### src/rtl/uart_pkg.sv
// Shared definitions for the UART transmit-side arbitration logic.
package uart_pkg;

  // Arbiter FSM states; the encoding is fixed so that external tools see stable values.
  typedef enum logic [1:0] {
    S_IDLE   = 2'd0,
    S_HEADER = 2'd1,
    S_DATA   = 2'd2
  } arb_state_e;

  // Default channel-ID header base; the port number is OR-ed into the low bits.
  localparam logic [7:0] HEADER_BASE_DEFAULT = 8'hA0;

endpackage

### src/rtl/rr_select.sv
// Round-robin pick: first requesting index strictly after i_last, wrapping at N.
module rr_select
  import uart_pkg::*;
#(
  parameter int unsigned N   = 4,
  parameter int unsigned IDW = $clog2(N)
) (
  input  logic [N-1:0]   i_req,
  input  logic [IDW-1:0] i_last,
  output logic           o_found,
  output logic [IDW-1:0] o_idx
);

  logic [IDW-1:0] w_pos;

  // Walk the candidates last+1 .. last+N (mod N) and keep the first one requesting.
  always_comb begin
    o_found = 1'b0;
    o_idx   = '0;
    w_pos   = '0;
    for (int unsigned k = 1; k <= N; k++) begin
      w_pos = IDW'((32'(i_last) + k) % N);
      if (!o_found && i_req[w_pos]) begin
        o_found = 1'b1;
        o_idx   = w_pos;
      end
    end
  end

endmodule

### src/rtl/uart_tx_arbiter.sv
// Packet-level round-robin arbiter feeding a single UART transmitter.
// A grant lasts from arbitration until the tlast beat of the granted port;
// optionally a channel-ID header byte precedes each packet.
module uart_tx_arbiter
  import uart_pkg::*;
#(
  parameter int unsigned           PORTS       = 4,
  parameter int unsigned           DATA_WIDTH  = 8,
  parameter bit                    HEADER_EN   = 1'b1,
  parameter logic [DATA_WIDTH-1:0] HEADER_BASE = DATA_WIDTH'(HEADER_BASE_DEFAULT),
  parameter int unsigned           IDW         = $clog2(PORTS)
) (
  input  logic                        clk,
  input  logic                        rst,
  input  logic [PORTS*DATA_WIDTH-1:0] s_axis_tdata,
  input  logic [PORTS-1:0]            s_axis_tvalid,
  input  logic [PORTS-1:0]            s_axis_tlast,
  output logic [PORTS-1:0]            s_axis_tready,
  output logic [DATA_WIDTH-1:0]       m_axis_tdata,
  output logic                        m_axis_tvalid,
  input  logic                        m_axis_tready,
  output logic [IDW-1:0]              grant_id,
  output logic                        busy
);

  arb_state_e r_state;
  arb_state_e w_state_nxt;
  logic [IDW-1:0] r_grant;
  logic [IDW-1:0] w_grant_nxt;
  logic [IDW-1:0] r_last;
  logic [IDW-1:0] w_last_nxt;

  logic           w_found;
  logic [IDW-1:0] w_idx;

  logic [DATA_WIDTH-1:0] w_sel_data;
  logic                  w_sel_valid;
  logic                  w_sel_last;
  logic [PORTS-1:0]      w_sel_oh;
  logic                  w_xfer;

  rr_select #(
    .N   (PORTS),
    .IDW (IDW)
  ) u_rr_select (
    .i_req   (s_axis_tvalid),
    .i_last  (r_last),
    .o_found (w_found),
    .o_idx   (w_idx)
  );

  // Route the granted port's stream signals and build its one-hot select.
  always_comb begin
    w_sel_data  = '0;
    w_sel_valid = 1'b0;
    w_sel_last  = 1'b0;
    w_sel_oh    = '0;
    for (int unsigned p = 0; p < PORTS; p++) begin
      if (IDW'(p) == r_grant) begin
        w_sel_data  = s_axis_tdata[p*DATA_WIDTH +: DATA_WIDTH];
        w_sel_valid = s_axis_tvalid[p];
        w_sel_last  = s_axis_tlast[p];
        w_sel_oh[p] = 1'b1;
      end
    end
  end

  // State, grant and round-robin pointer registers; last starts at PORTS-1 so port 0 wins first.
  always_ff @(posedge clk) begin
    if (rst) begin
      r_state <= S_IDLE;
      r_grant <= '0;
      r_last  <= IDW'(PORTS - 1);
    end else begin
      r_state <= w_state_nxt;
      r_grant <= w_grant_nxt;
      r_last  <= w_last_nxt;
    end
  end

  // Next-state logic and the outputs seen by the UART and the sources.
  always_comb begin
    w_state_nxt   = r_state;
    w_grant_nxt   = r_grant;
    w_last_nxt    = r_last;
    m_axis_tvalid = 1'b0;
    m_axis_tdata  = '0;
    s_axis_tready = '0;
    w_xfer        = 1'b0;
    case (r_state)
      S_IDLE: begin
        if (w_found) begin
          w_grant_nxt = w_idx;
          w_last_nxt  = w_idx;
          w_state_nxt = HEADER_EN ? S_HEADER : S_DATA;
        end
      end
      S_HEADER: begin
        m_axis_tvalid = 1'b1;
        m_axis_tdata  = HEADER_BASE | DATA_WIDTH'(r_grant);
        if (m_axis_tready) begin
          w_state_nxt = S_DATA;
        end
      end
      S_DATA: begin
        m_axis_tvalid = w_sel_valid;
        m_axis_tdata  = w_sel_data;
        s_axis_tready = w_sel_oh & {PORTS{m_axis_tready}};
        w_xfer        = w_sel_valid & m_axis_tready;
        if (w_xfer && w_sel_last) begin
          w_state_nxt = S_IDLE;
        end
      end
      default: begin
        w_state_nxt = S_IDLE;
      end
    endcase
  end

  assign grant_id = r_grant;
  assign busy     = (r_state != S_IDLE);

endmodule

### config.mk
export PLATFORM = sky130hd
export DESIGN_NAME = uart_tx_arbiter
export DESIGN_NICKNAME = d
export VERILOG_FILES = /design/src/rtl/uart_pkg.sv /design/src/rtl/rr_select.sv /design/src/rtl/uart_tx_arbiter.sv
export SDC_FILE = /design/constraint.sdc
export NUM_CORES = 1
export LEC_CHECK = 0
export ABC_CLOCK_PERIOD_IN_PS = 1900
export CAP_MARGIN = 20
export CORE_MARGIN = 5
export CORE_UTILIZATION = 34
export CTS_CLUSTER_SIZE = 24
export DETAILED_ROUTE_END_ITERATION = 8
export GPL_ROUTABILITY_DRIVEN = 0
export PLACE_DENSITY_LB_ADDON = 0.25
export SETUP_SLACK_MARGIN = 0.15
export SLEW_MARGIN = 20
export SYNTH_ARGS = -nofsm -noshare
export SYNTH_HDL_FRONTEND = slang
export SYNTH_HIERARCHICAL = 1
export SYNTH_SLANG_ARGS = --single-unit
### constraint.sdc
create_clock -name clk -period 1.9 [get_ports clk]
set_input_delay 0.38 -clock clk [delete_from_list [all_inputs] [get_ports clk]]
set_output_delay 0.38 -clock clk [all_outputs]
set_load 0.005 [all_outputs]
==> results of run 1 <==
## metal layers
metal	up-vias	share of wire	track usage
li1	508	-	-
met1	497	0.41	0.2301
met2	48	0.50	0.3629
met3	6	0.077	0.04900
met4	0	0.017	0.02980
met5	-	0	0
## sequential cells by signal, summed over array words and instances, names as in the netlist
| register | count |
|---|---|
| r_last | 2 |
| r_state | 2 |
| grant_id | 2 |
## cell usage in the layout, fill, tap and decap left out, drive strengths merged
cell type / n
mux2i: 3
clkdlybuf4s50: 20
a21o: 1
dfxtp: 6
o21ai: 3
nand2b: 5
ha: 4
nand3b: 2
nand2: 14
a21boi: 1
a21oi: 11
buf: 42
mux2: 2
mux4: 8
nor2: 5
dlymetal6s2s: 2
and2b: 1
clkbuf: 3
nand3: 6
inv: 6
nor3: 2
nor2b: 3
dlygate4sd2: 23
and2: 2
o221ai: 1
a32oi: 1
a31oi: 1
## power groups by stage
stage / clock [mW] / combinational [mW] / sequential [mW]
3_5_place_dp: 0 / 1.14 / 0.238
6_report: 0.122 / 1.39 / 0.258
4_1_cts: 0.125 / 1.26 / 0.252
5_1_grt: 0.130 / 1.50 / 0.269
3_3_place_gp: 0 / 1.12 / 0.230
2_1_floorplan: 0 / 0.556 / 0.220
## worst reg2reg max path, stage by stage, from the launching register on
cell      delay [ns]
dfxtp_4         0.36
buf_12          0.12
mux4_2          0.54
buf_4           0.15
buf_4           0.13
a32oi_4         0.20
nand3b_1        0.14
a21oi_1         0.06
## timing repair
action,CTS,global route
pin swaps,10,8
cloned,0,0
hold endpoints to repair,0,0
hold buffers,0,0
setup endpoints to repair,15,17
gates resized for setup,102,18
buffers inserted,5,1
## cell type report
class                   instances  area [sq um]
repair buffers                 87         744.5
multi-input cells              76         716.9
fillers                       173         538.0
flip-flops and latches          6         130.1
well taps                      28         35.03
inverters                       6         25.02
clock buffers                   3         22.52
## worst max-delay path by stage
stage                      end             start  slack [ns]  cells after the start
4_1_cts          m_axis_tvalid       grant_id[0]       0.006                      5
3_3_place_gp     m_axis_tvalid  s_axis_tvalid[1]       -0.44                      5
2_1_floorplan  m_axis_tdata[6]       grant_id[0]        0.16                      4
3_5_place_dp     m_axis_tvalid  s_axis_tvalid[1]       -0.48                      5
6_report         m_axis_tvalid       grant_id[0]      -0.003                      5
5_1_grt        m_axis_tdata[0]        r_state[0]       -0.06                      8
## cell families (layout without fill, tap and decap cells)
logic type	count (synthesis)	after routing	share of synthesized area
flops	6	6	0.1524
mux	13	13	0.3095
compound gates	19	19	0.1603
fa+ha+maj	4	4	0.06349
simple gates	40	40	0.2492
buf+inv	11	96	0.06508
## synth_stat cells, types with 2 or more instances
cell,count,area share
and2_1,2,0.016
mux4_1,3,0.10
mux2i_1,3,0.038
nand3b_1,2,0.019
mux4_2,5,0.14
buf_2,2,0.013
ha_1,4,0.063
nor3_1,2,0.013
nand2b_1,5,0.040
a21oi_1,10,0.063
nand2_1,14,0.067
nand3_1,6,0.038
clkbuf_1,2,0.0095
o21ai_0,3,0.019
nor2b_1,3,0.024
mux2_2,2,0.029
inv_1,6,0.029
nor2_1,5,0.024
dfxtp_1,6,0.15
## per-stage QoR
step	utilization	TNS, ns	area [sq um]	instances	worst slack, ns
after detailed placement	0.7053	-3.553	1560	197	-0.4762
after global routing	0.7568	-0.1768	1674	206	-0.05907
after CTS	0.7262	0	1607	205	0.006375
after floorplan	-	0	788.3	93	0.1647
after global placement	0.7053	-3.353	1560	197	-0.4424
final	0.7568	-0.002567	1674	206	-0.002567
==> run summary, run 1 <==
Status: complete, but fails checks
Failing checks: negative setup slack
Start point of the worst hold path: r_last[0]
Hold crit path type: flip-flop to flip-flop
N_diodes: 0
Num Clock Sinks: 6
IO Port Bufs: 58
Pin count of the biggest net entering global routing: 10
Kind of critical path: flip-flop to output port
Avg Cell Area, Syn: 8.476 sq um
Nets: 227
Cell family with most CP delay: multiplexers
WP data required: 1.52 ns
Initial Utilization: 0.3563
Seq pwr share: 0.146
Maximum VDD drop: 0.9874 mV
CTS Buf Count: 3
Worst r2r dst: r_state[1]
Initial antenna violation count: 0
Drt first pass iters: 4
Pwr dens: 1055 nW/um^2
CP Launch Type: flip-flop
Ports: 59
Via density: 5.141
Hold Fails Final Rpt: 0
Worst path bufs/invs: 2
Die Wd: 58.15 um
Pint: 1.073 mW
Clk network pwr share: 0.069
CP cell instances: buf_12 > mux4_2 > nand3_2 > nand2_1 > buf_2
Core area: 2212 sq um
TritonCTS clock tree: done
Clock latency on the worst-skew pair: 0.25 ns
R2r setup slk: 0.08 ns
Fmax: 525.6 MHz
Global-route wire length before repair: 5195 um
Max_cap viols: 0
Mapped Cells: 93
Post-route ant nets: 0
1st-iter DRT viols: 35
Worst-margin pin slew: 0.2269 ns
Combinational share of power: 0.785
Gr usage total: 0.1961
Top_reg_cell synth: dfxtp_1
Sequential fraction of the synthesis area: 0.1524
Crit Path Max Fanout: 6
Clock root buffer: clkbuf_4
Total Power: 1.766 mW
Area growth syn-to-layout: 112.4%
# rows: 17
Total length of routed wires: 3262 um
Period Utilization, post-route: 1.001
Crit path time final: 1.903 ns
Net Sw Power: 0.6938 mW
Leakage: 0.7824 nW
Hold depth: 2
Max-slew violations: 0
Die H: 58.15 um
Finish-stage setup viols: 1
Vias in the first global route: 1099
RR Startpoint: grant_id[0]
RSZ-0062 raised after global routing: yes
Slowest-stage cell, CP: mux4_2
Clock skew: 0.002165 ns
Slew margin rel.: 0.8485
Syn Std Cell Area: 788.3 sq um
Proportion of layout cells with a drive suffix above 1: 0.4438
Cell variety after synth: 27
Worst R2R Path Depth: 7
Remaining routing DRC violations: 0
Synth async-reset ratio: 0
Syn Nets: 140
Routed wire per std cell: 15.83 um
PnR worst setup slack: -0.002567 ns
Vias after detailed routing: 1059
CP arrival: 1.52 ns
Global route total overflow: 0
Max H-tree Level: 1
Flops & latches, synth: 6
CTS clk-pin slew, worst paths: 0.05 ns
Worst Hold Path EP: r_last[0]
Synth warnings: 6
Critical Path Max Stage Delay: 0.54 ns
WHS: 0.5619 ns
Switching part of the total: 0.3928
Setup crit end kind: output port
Detailed placement HPWL: 2378 um
Die area: 3381 sq um
EDFF count, synth: 0
Clock Path Buffers: 2
Power figures use the tool's default switching activity.
==> inputs of run 2 (changes only) <==
--- a/config.mk
+++ b/config.mk
@@ -5,17 +5,18 @@
 export SDC_FILE = /design/constraint.sdc
 export NUM_CORES = 1
 export LEC_CHECK = 0
+export ABC_AREA = 1
 export ABC_CLOCK_PERIOD_IN_PS = 1900
 export CAP_MARGIN = 20
 export CORE_MARGIN = 5
-export CORE_UTILIZATION = 34
+export CORE_UTILIZATION = 38
 export CTS_CLUSTER_SIZE = 24
 export DETAILED_ROUTE_END_ITERATION = 8
 export GPL_ROUTABILITY_DRIVEN = 0
 export PLACE_DENSITY_LB_ADDON = 0.25
+export REMOVE_ABC_BUFFERS = 1
 export SETUP_SLACK_MARGIN = 0.15
 export SLEW_MARGIN = 20
 export SYNTH_ARGS = -nofsm -noshare
 export SYNTH_HDL_FRONTEND = slang
-export SYNTH_HIERARCHICAL = 1
 export SYNTH_SLANG_ARGS = --single-unit
==> run 2 against run 1 <==
Effect of this change: sequential share of layout area down 1.1 points; core utilization up 4.3 points; clock power about the same; via count up 41%; synthesized cell count up 88%; combinational power up 59%; the run now ends clean; largest cell class unchanged; non-clock buffer count up 7.
==> run summary, run 2 <==
Status: completed
Clock skew: 0.003090 ns (+0.0009256 ns)
Hold Fails Final Rpt: 0 (unchanged)
Footprint of the multi-input gates: 828.3 sq um (+16%)
IO Port Bufs: 58 (unchanged)
Post-synth top cells: nand2_1 (55), inv_1 (22), o21ai_0 (16)
Maximum VDD drop: 1.070 mV (+8.4%)
Slowest-stage cell, CP: clkdlybuf4s50_1
Hold crit path type: flip-flop to flip-flop
Pwr dens: 1330 nW/um^2 (+26%)
Clock Path Buffers: 2 (unchanged)
Total length of routed wires: 3973 um (+22%)
Critical Path Max Stage Delay: 0.42 ns (-0.12 ns)
Register area: 131.4 sq um (+0.96%)
Global route total overflow: 0 (unchanged)
Pin count of the biggest net entering global routing: 11 (+1)
CP arrival: 1.45 ns (-0.07 ns)
RSZ-0062 raised after global routing: yes
PnR worst setup slack: 0.07203 ns (+0.07460 ns)
Initial antenna violation count: 0 (unchanged)
Fmax: 547.1 MHz (+4.1%)
Dpl ws: -0.3163 ns (+0.1599 ns)
Gr usage total: 0.2059 (+0.009754)
Crit Path Max Fanout: 1 (-5)
Synth area leader: nand2_1
N_diodes: 0 (unchanged)
Mapped Cells: 175 (+88%)
Remaining routing DRC violations: 0 (unchanged)
Global-route wire length before repair: 5720 um (+10%)
CP cell instances: clkdlybuf4s50_1 > a221o_1 > o21ai_0 > a21oi_1 > buf_2
EDFF count, synth: 0 (unchanged)
Share of the synthesized area in the top cell type: 0.2091 (+0.05674)
Sequential fraction of the synthesis area: 0.1217 (-0.03071)
Max H-tree Level: 1 (unchanged)
Crit path time final: 1.828 ns (-0.07460 ns)
Clock latency on the worst-skew pair: 0.25 ns (about the same)
Total Power: 2.636 mW (+49%)
Max_cap viols: 0 (unchanged)
Top_reg_cell synth: dfxtp_1
Routed wire per std cell: 13.33 um (-16%)
Placed instance area: 1785 sq um (+14%)
Fillers: 184 (+6.4%)
Max-slew violations: 0 (unchanged)
Drt first pass iters: 4 (unchanged)
# rows: 18 (+1)
1st-iter DRT viols: 59 (+69%)
Die H: 60.97 um (+4.8%)
Cell variety after synth: 25 (-7.4%)
Flops & latches, synth: 6 (unchanged)
Worst-margin pin slew: 0.2785 ns (+0.05155 ns)
Ports: 59 (unchanged)
Leakage: 1.052 nW (+34%)
Syn Std Cell Area: 987.2 sq um (+25%)
CTS clk-pin slew, worst paths: 0.05 ns (about the same)
Finished Cell Area: 1982 sq um (+18%)
Most common cell after layout, fill and taps aside: nand2_1
CTS Buf Count: 3 (unchanged)
Hold buffer count at CTS: 0 (unchanged)
CP Launch Type: primary input
TritonCTS clock tree: done
WHS: 0.5506 ns (-0.01129 ns)
Finish-stage setup viols: 0 (-1)
Clock root buffer: clkbuf_4
Avg Cell Area, Syn: 5.641 sq um (-33%)
Vias in the first global route: 1368 (+24%)
Num Clock Sinks: 6 (unchanged)
Proportion of layout cells with a drive suffix above 1: 0.3843 (-0.05949)
Most common cell in the netlist: nand2_1
WP data required: 1.52 ns (about the same)
Vias after detailed routing: 1492 (+41%)
Post-route ant nets: 0 (unchanged)
Nets: 317 (+40%)
Synth warnings: 0 (-6)
Die area: 3717 sq um (+9.9%)
Worst path bufs/invs: 2 (unchanged)
Commonest non-fill, non-tap cells in the layout: nand2_1 (46), clkdlybuf4s50_1 (40), buf_4 (21)
Top cells by area, synth: nand2_1 (21%), dfxtp_1 (12%), inv_1 (8.4%)
Synth async-reset ratio: 0 (unchanged)
Slew margin rel.: 0.8124 (-0.03612)
Detailed placement HPWL: 2940 um (+24%)
Die Wd: 60.97 um (+4.8%)
Period Utilization, post-route: 0.9621 (-0.03926)
Area growth syn-to-layout: 100.8%
Kind of critical path: primary input to output port
Setup crit end kind: output port
Cell family with most CP delay: buffers and inverters
Via density: 5.007 (-2.6%)
Initial Utilization: 0.3985 (+0.04215)
Core area: 2477 sq um (+12%)
-- run 2: per-layer routing --
| metal | track usage | up-vias | wire [um] |
|---|---|---|---|
| met5 | 0 | - | 0 |
| met4 | 0.07740 | 0 | 73 |
| met3 | 0.04043 | 10 | 389 |
| met2 | 0.3756 | 62 | 1903 |
| met1 | 0.2345 | 659 | 1607 |
| li1 | - | 761 | - |
-- run 2: path summary, 6_finish.rpt --
path,start,end,slack [ns],cells after the start
setup / recovery,s_axis_tdata[2],m_axis_tdata[2],0.07,5
hold / removal,grant_id[1],grant_id[1],0.55,2
setup reg to reg,grant_id[1],r_state[0],0.14,16
hold reg to reg,grant_id[1],grant_id[1],0.55,2
-- run 2: tightest hold or removal path: cells and delay by family, from the launching register on --
family             cells  cell delay (ns)
DFF                    1             0.36
and+or+nand+nor        1             0.08
AOI/OAI and AO/OA      1             0.07
-- run 2: logic make-up after synthesis --
kind of cell / share of synthesized area
DFF: 0.1217
AOI/OAI and AO/OA: 0.2155
adders and majority gates: 0.05070
buffers and inverters: 0.1483
and+or+nand+nor: 0.4639
-- run 2: cell type report --
cell class,count,share of cell area
Timing Repair Buffer,94,0.4255
Multi-Input combinational cell,138,0.4179
Sequential cell,6,0.06629
Inverter,27,0.05997
Tap cell,30,0.01894
Clock buffer,3,0.01136
-- run 2: repair_timing --
item	CTS	global route
hold endpoints to repair	0	0
pin swaps	20	21
setup buffers	6	1
gates resized for setup	92	28
endpoints found under the setup margin	16	21
gates cloned	0	0
-- run 2: per-stage QoR --
| stage | TNS (ns) | std cells | utilization |
|---|---|---|---|
| after CTS | 0 | 297 | 0.7783 |
| after detailed placement | -2.465 | 288 | 0.7207 |
| after global placement | -2.358 | 288 | 0.7207 |
| after global routing | 0 | 298 | 0.8000 |
| final | 0 | 298 | 0.8000 |
| after floorplan | 0 | 171 | - |
-- run 2: report_power, final --
group	switching, mW	internal, mW
clock	0.0485	0.0716
sequential	0.105	0.202
combinational	1.10	1.11
total	1.25	1.39
==> inputs of run 3 (changes only) <==
--- a/config.mk
+++ b/config.mk
@@ -8,6 +8,7 @@
 export ABC_AREA = 1
 export ABC_CLOCK_PERIOD_IN_PS = 1900
 export CAP_MARGIN = 20
+export CORE_ASPECT_RATIO = 1.75
 export CORE_MARGIN = 5
 export CORE_UTILIZATION = 38
 export CTS_CLUSTER_SIZE = 24
==> constraint.sdc (replaced) <==
create_clock -name clk -period 1.9 [get_ports clk]
set_input_delay 0.38 -clock clk [delete_from_list [all_inputs] [get_ports clk]]
set_output_delay 0.38 -clock clk [all_outputs]
set_load 0.02 [all_outputs]
==> run 3 against run 2 <==
Effect of this change: total power grew 3.8%; clock-buffer cell count unchanged; critical path depth rose by 2; die area rose by 1.1%; first-iteration DRC count shrank 69%; critical endpoint unchanged; highest routed layer unchanged.
==> run summary, run 3 (synthesis results as in run 2) <==
Ports: 59 (unchanged)
Fmax: 562.9 MHz (+2.9%)
CP arrival: 1.40 ns (-0.05 ns)
Clock latency on the worst-skew pair: 0.22 ns (-0.03 ns)
Slowest-stage cell, CP: dfxtp_4
Worst R2R Path Depth: 14 (-2)
Slew margin rel.: 0.8127 (about the same)
Max-slew violations: 0 (unchanged)
Leakage: 1.047 nW (-0.49%)
Clock root buffer: clkbuf_8
Final setup TNS: 0 ns (unchanged)
Footprint of the multi-input gates: 794.5 sq um (-4.1%)
Clock skew: 0.001071 ns (-0.002019 ns)
Die Wd: 48.53 um (-20%)
Num Clock Sinks: 6 (unchanged)
Setup crit end kind: output port
Routed wire per std cell: 13.43 um (+0.77%)
Most common cell after layout, fill and taps aside: nand2_1
Die H: 77.43 um (+27%)
Fillers: 207 (+13%)
Register area: 131.4 sq um (unchanged)
N_diodes: 0 (unchanged)
Gr usage total: 0.2019 (-0.003968)
RSZ-0062 raised after global routing: yes
Global-route wire length before repair: 6334 um (+11%)
Core area: 2492 sq um (+0.61%)
CP Launch Type: flip-flop
Post-route ant nets: 0 (unchanged)
Maximum VDD drop: 1.126 mV (+5.2%)
Via density: 5.110 (+2.1%)
Critical Path Max Stage Delay: 0.38 ns (-0.04 ns)
Max_cap viols: 0 (unchanged)
Max H-tree Level: 1 (unchanged)
Proportion of layout cells with a drive suffix above 1: 0.3636 (-0.02069)
Drt first pass iters: 4 (unchanged)
Crit path time final: 1.776 ns (-0.05157 ns)
Total length of routed wires: 3896 um (-1.9%)
Clock Path Buffers: 2 (unchanged)
Die area: 3757 sq um (+1.1%)
Hold depth: 2 (unchanged)
Hold crit path type: flip-flop to flip-flop
Crit Path Max Fanout: 6 (+5)
Finished Cell Area: 1933 sq um (-2.5%)
CTS clk-pin slew, worst paths: 0.04 ns (about the same)
Pwr dens: 1416 nW/um^2 (+6.4%)
IO Port Bufs: 58 (unchanged)
Nets: 313 (-1.3%)
WP data required: 1.52 ns (about the same)
Global route total overflow: 0 (unchanged)
Status: completed
Hold Fails Final Rpt: 0 (unchanged)
Finish-stage setup viols: 0 (unchanged)
Vias after detailed routing: 1482 (-0.67%)
Area growth syn-to-layout: 95.82%
Period Utilization, post-route: 0.9349 (-0.02714)
Pin count of the biggest net entering global routing: 11 (unchanged)
Commonest non-fill, non-tap cells in the layout: nand2_1 (49), buf_4 (36), clkdlybuf4s50_1 (29)
Initial Utilization: 0.3961 (-0.002400)
CP cell instances: inv_4 > nand2_4 > inv_6 > a221o_1 > o21ai_1 > a21oi_1 > buf_4
Remaining routing DRC violations: 0 (unchanged)
# rows: 24 (+6)
1st-iter DRT viols: 18 (-69%)
CTS Buf Count: 3 (unchanged)
Detailed placement HPWL: 3128 um (+6.4%)
TritonCTS clock tree: done
Placed instance area: 1773 sq um (-0.70%)
Worst-margin pin slew: 0.2780 ns (-0.0004245 ns)
Initial antenna violation count: 0 (unchanged)
Vias in the first global route: 1435 (+4.9%)
Kind of critical path: flip-flop to output port
run 3: changes by cell type in the layout (fill, tap and decap cells not counted), moves of 3 or more:
cell             change
dlymetal6s2s_1       +3
clkbuf_2             -3
clkbuf_8             +3
clkbuf_4             -3
buf_2                -9
buf_4               +15
o21ai_0              -3
clkdlybuf4s50_1     -11
nor2_2               +3
nand2_1              +3
dlygate4sd2_1        +8
buf_6                -7
o21ai_1              +3
run 3: timing repair:
| action | CTS | global route |
|---|---|---|
| cloned | 0 | 0 |
| setup endpoints to repair | 18 | 20 |
| pin swaps | 21 | 10 |
| buffers inserted | 2 | 2 |
| gates resized for setup | 109 | 27 |
| hold buffers | 0 | 0 |
run 3: worst max-delay path, delay by kind of cell (launching register included):
family | cells | cell delay (ns)
DFF | 1 | 0.38
and+or+nand+nor | 1 | 0.08
buffers and inverters | 3 | 0.27
AOI/OAI and AO/OA | 3 | 0.45
run 3: power by group:
part | switching, mW | total [mW] | internal (mW)
Clock | 0.0506 | 0.186 | 0.136
Sequential | 0.103 | 0.305 | 0.202
Combinational | 1.18 | 2.25 | 1.06
Total | 1.33 | 2.74 | 1.40
run 3: worst paths after layout:
check	end	start	slack (ns)
setup reg to reg	r_state[1]	grant_id[1]	0.26
hold / removal	grant_id[1]	grant_id[1]	0.54
setup / recovery	m_axis_tdata[2]	grant_id[1]	0.12
hold reg to reg	grant_id[1]	grant_id[1]	0.54
run 3: area by class of cell:
| type | instances | area share |
|---|---|---|
| multi-input cells | 138 | 0.4110 |
| inverters | 27 | 0.06149 |
| repair buffers | 90 | 0.4214 |
| well taps | 26 | 0.01683 |
| flip-flops and latches | 6 | 0.06796 |
| clock buffers | 3 | 0.02136 |
run 3: through the flow:
step	hold WS, ns	std cells	util	setup slack, ns	total power [mW]
after floorplan	0.4491	171	-	0.1108	1.373
after global placement	0.5535	283	0.7113	-0.4304	2.200
after detailed placement	0.5645	283	0.7113	-0.4459	2.230
after CTS	0.5263	288	0.7480	0.06964	2.654
after global routing	0.5568	290	0.7756	0.03020	2.983
final	0.5401	290	0.7756	0.1236	2.737
run 3: per-layer routing:
metal	track usage	up-vias	wire length, um
li1	-	753	-
met1	0.2529	669	1682
met2	0.3573	58	1914
met3	0.04406	2	256
met4	0.02426	0	43
met5	0	-	0
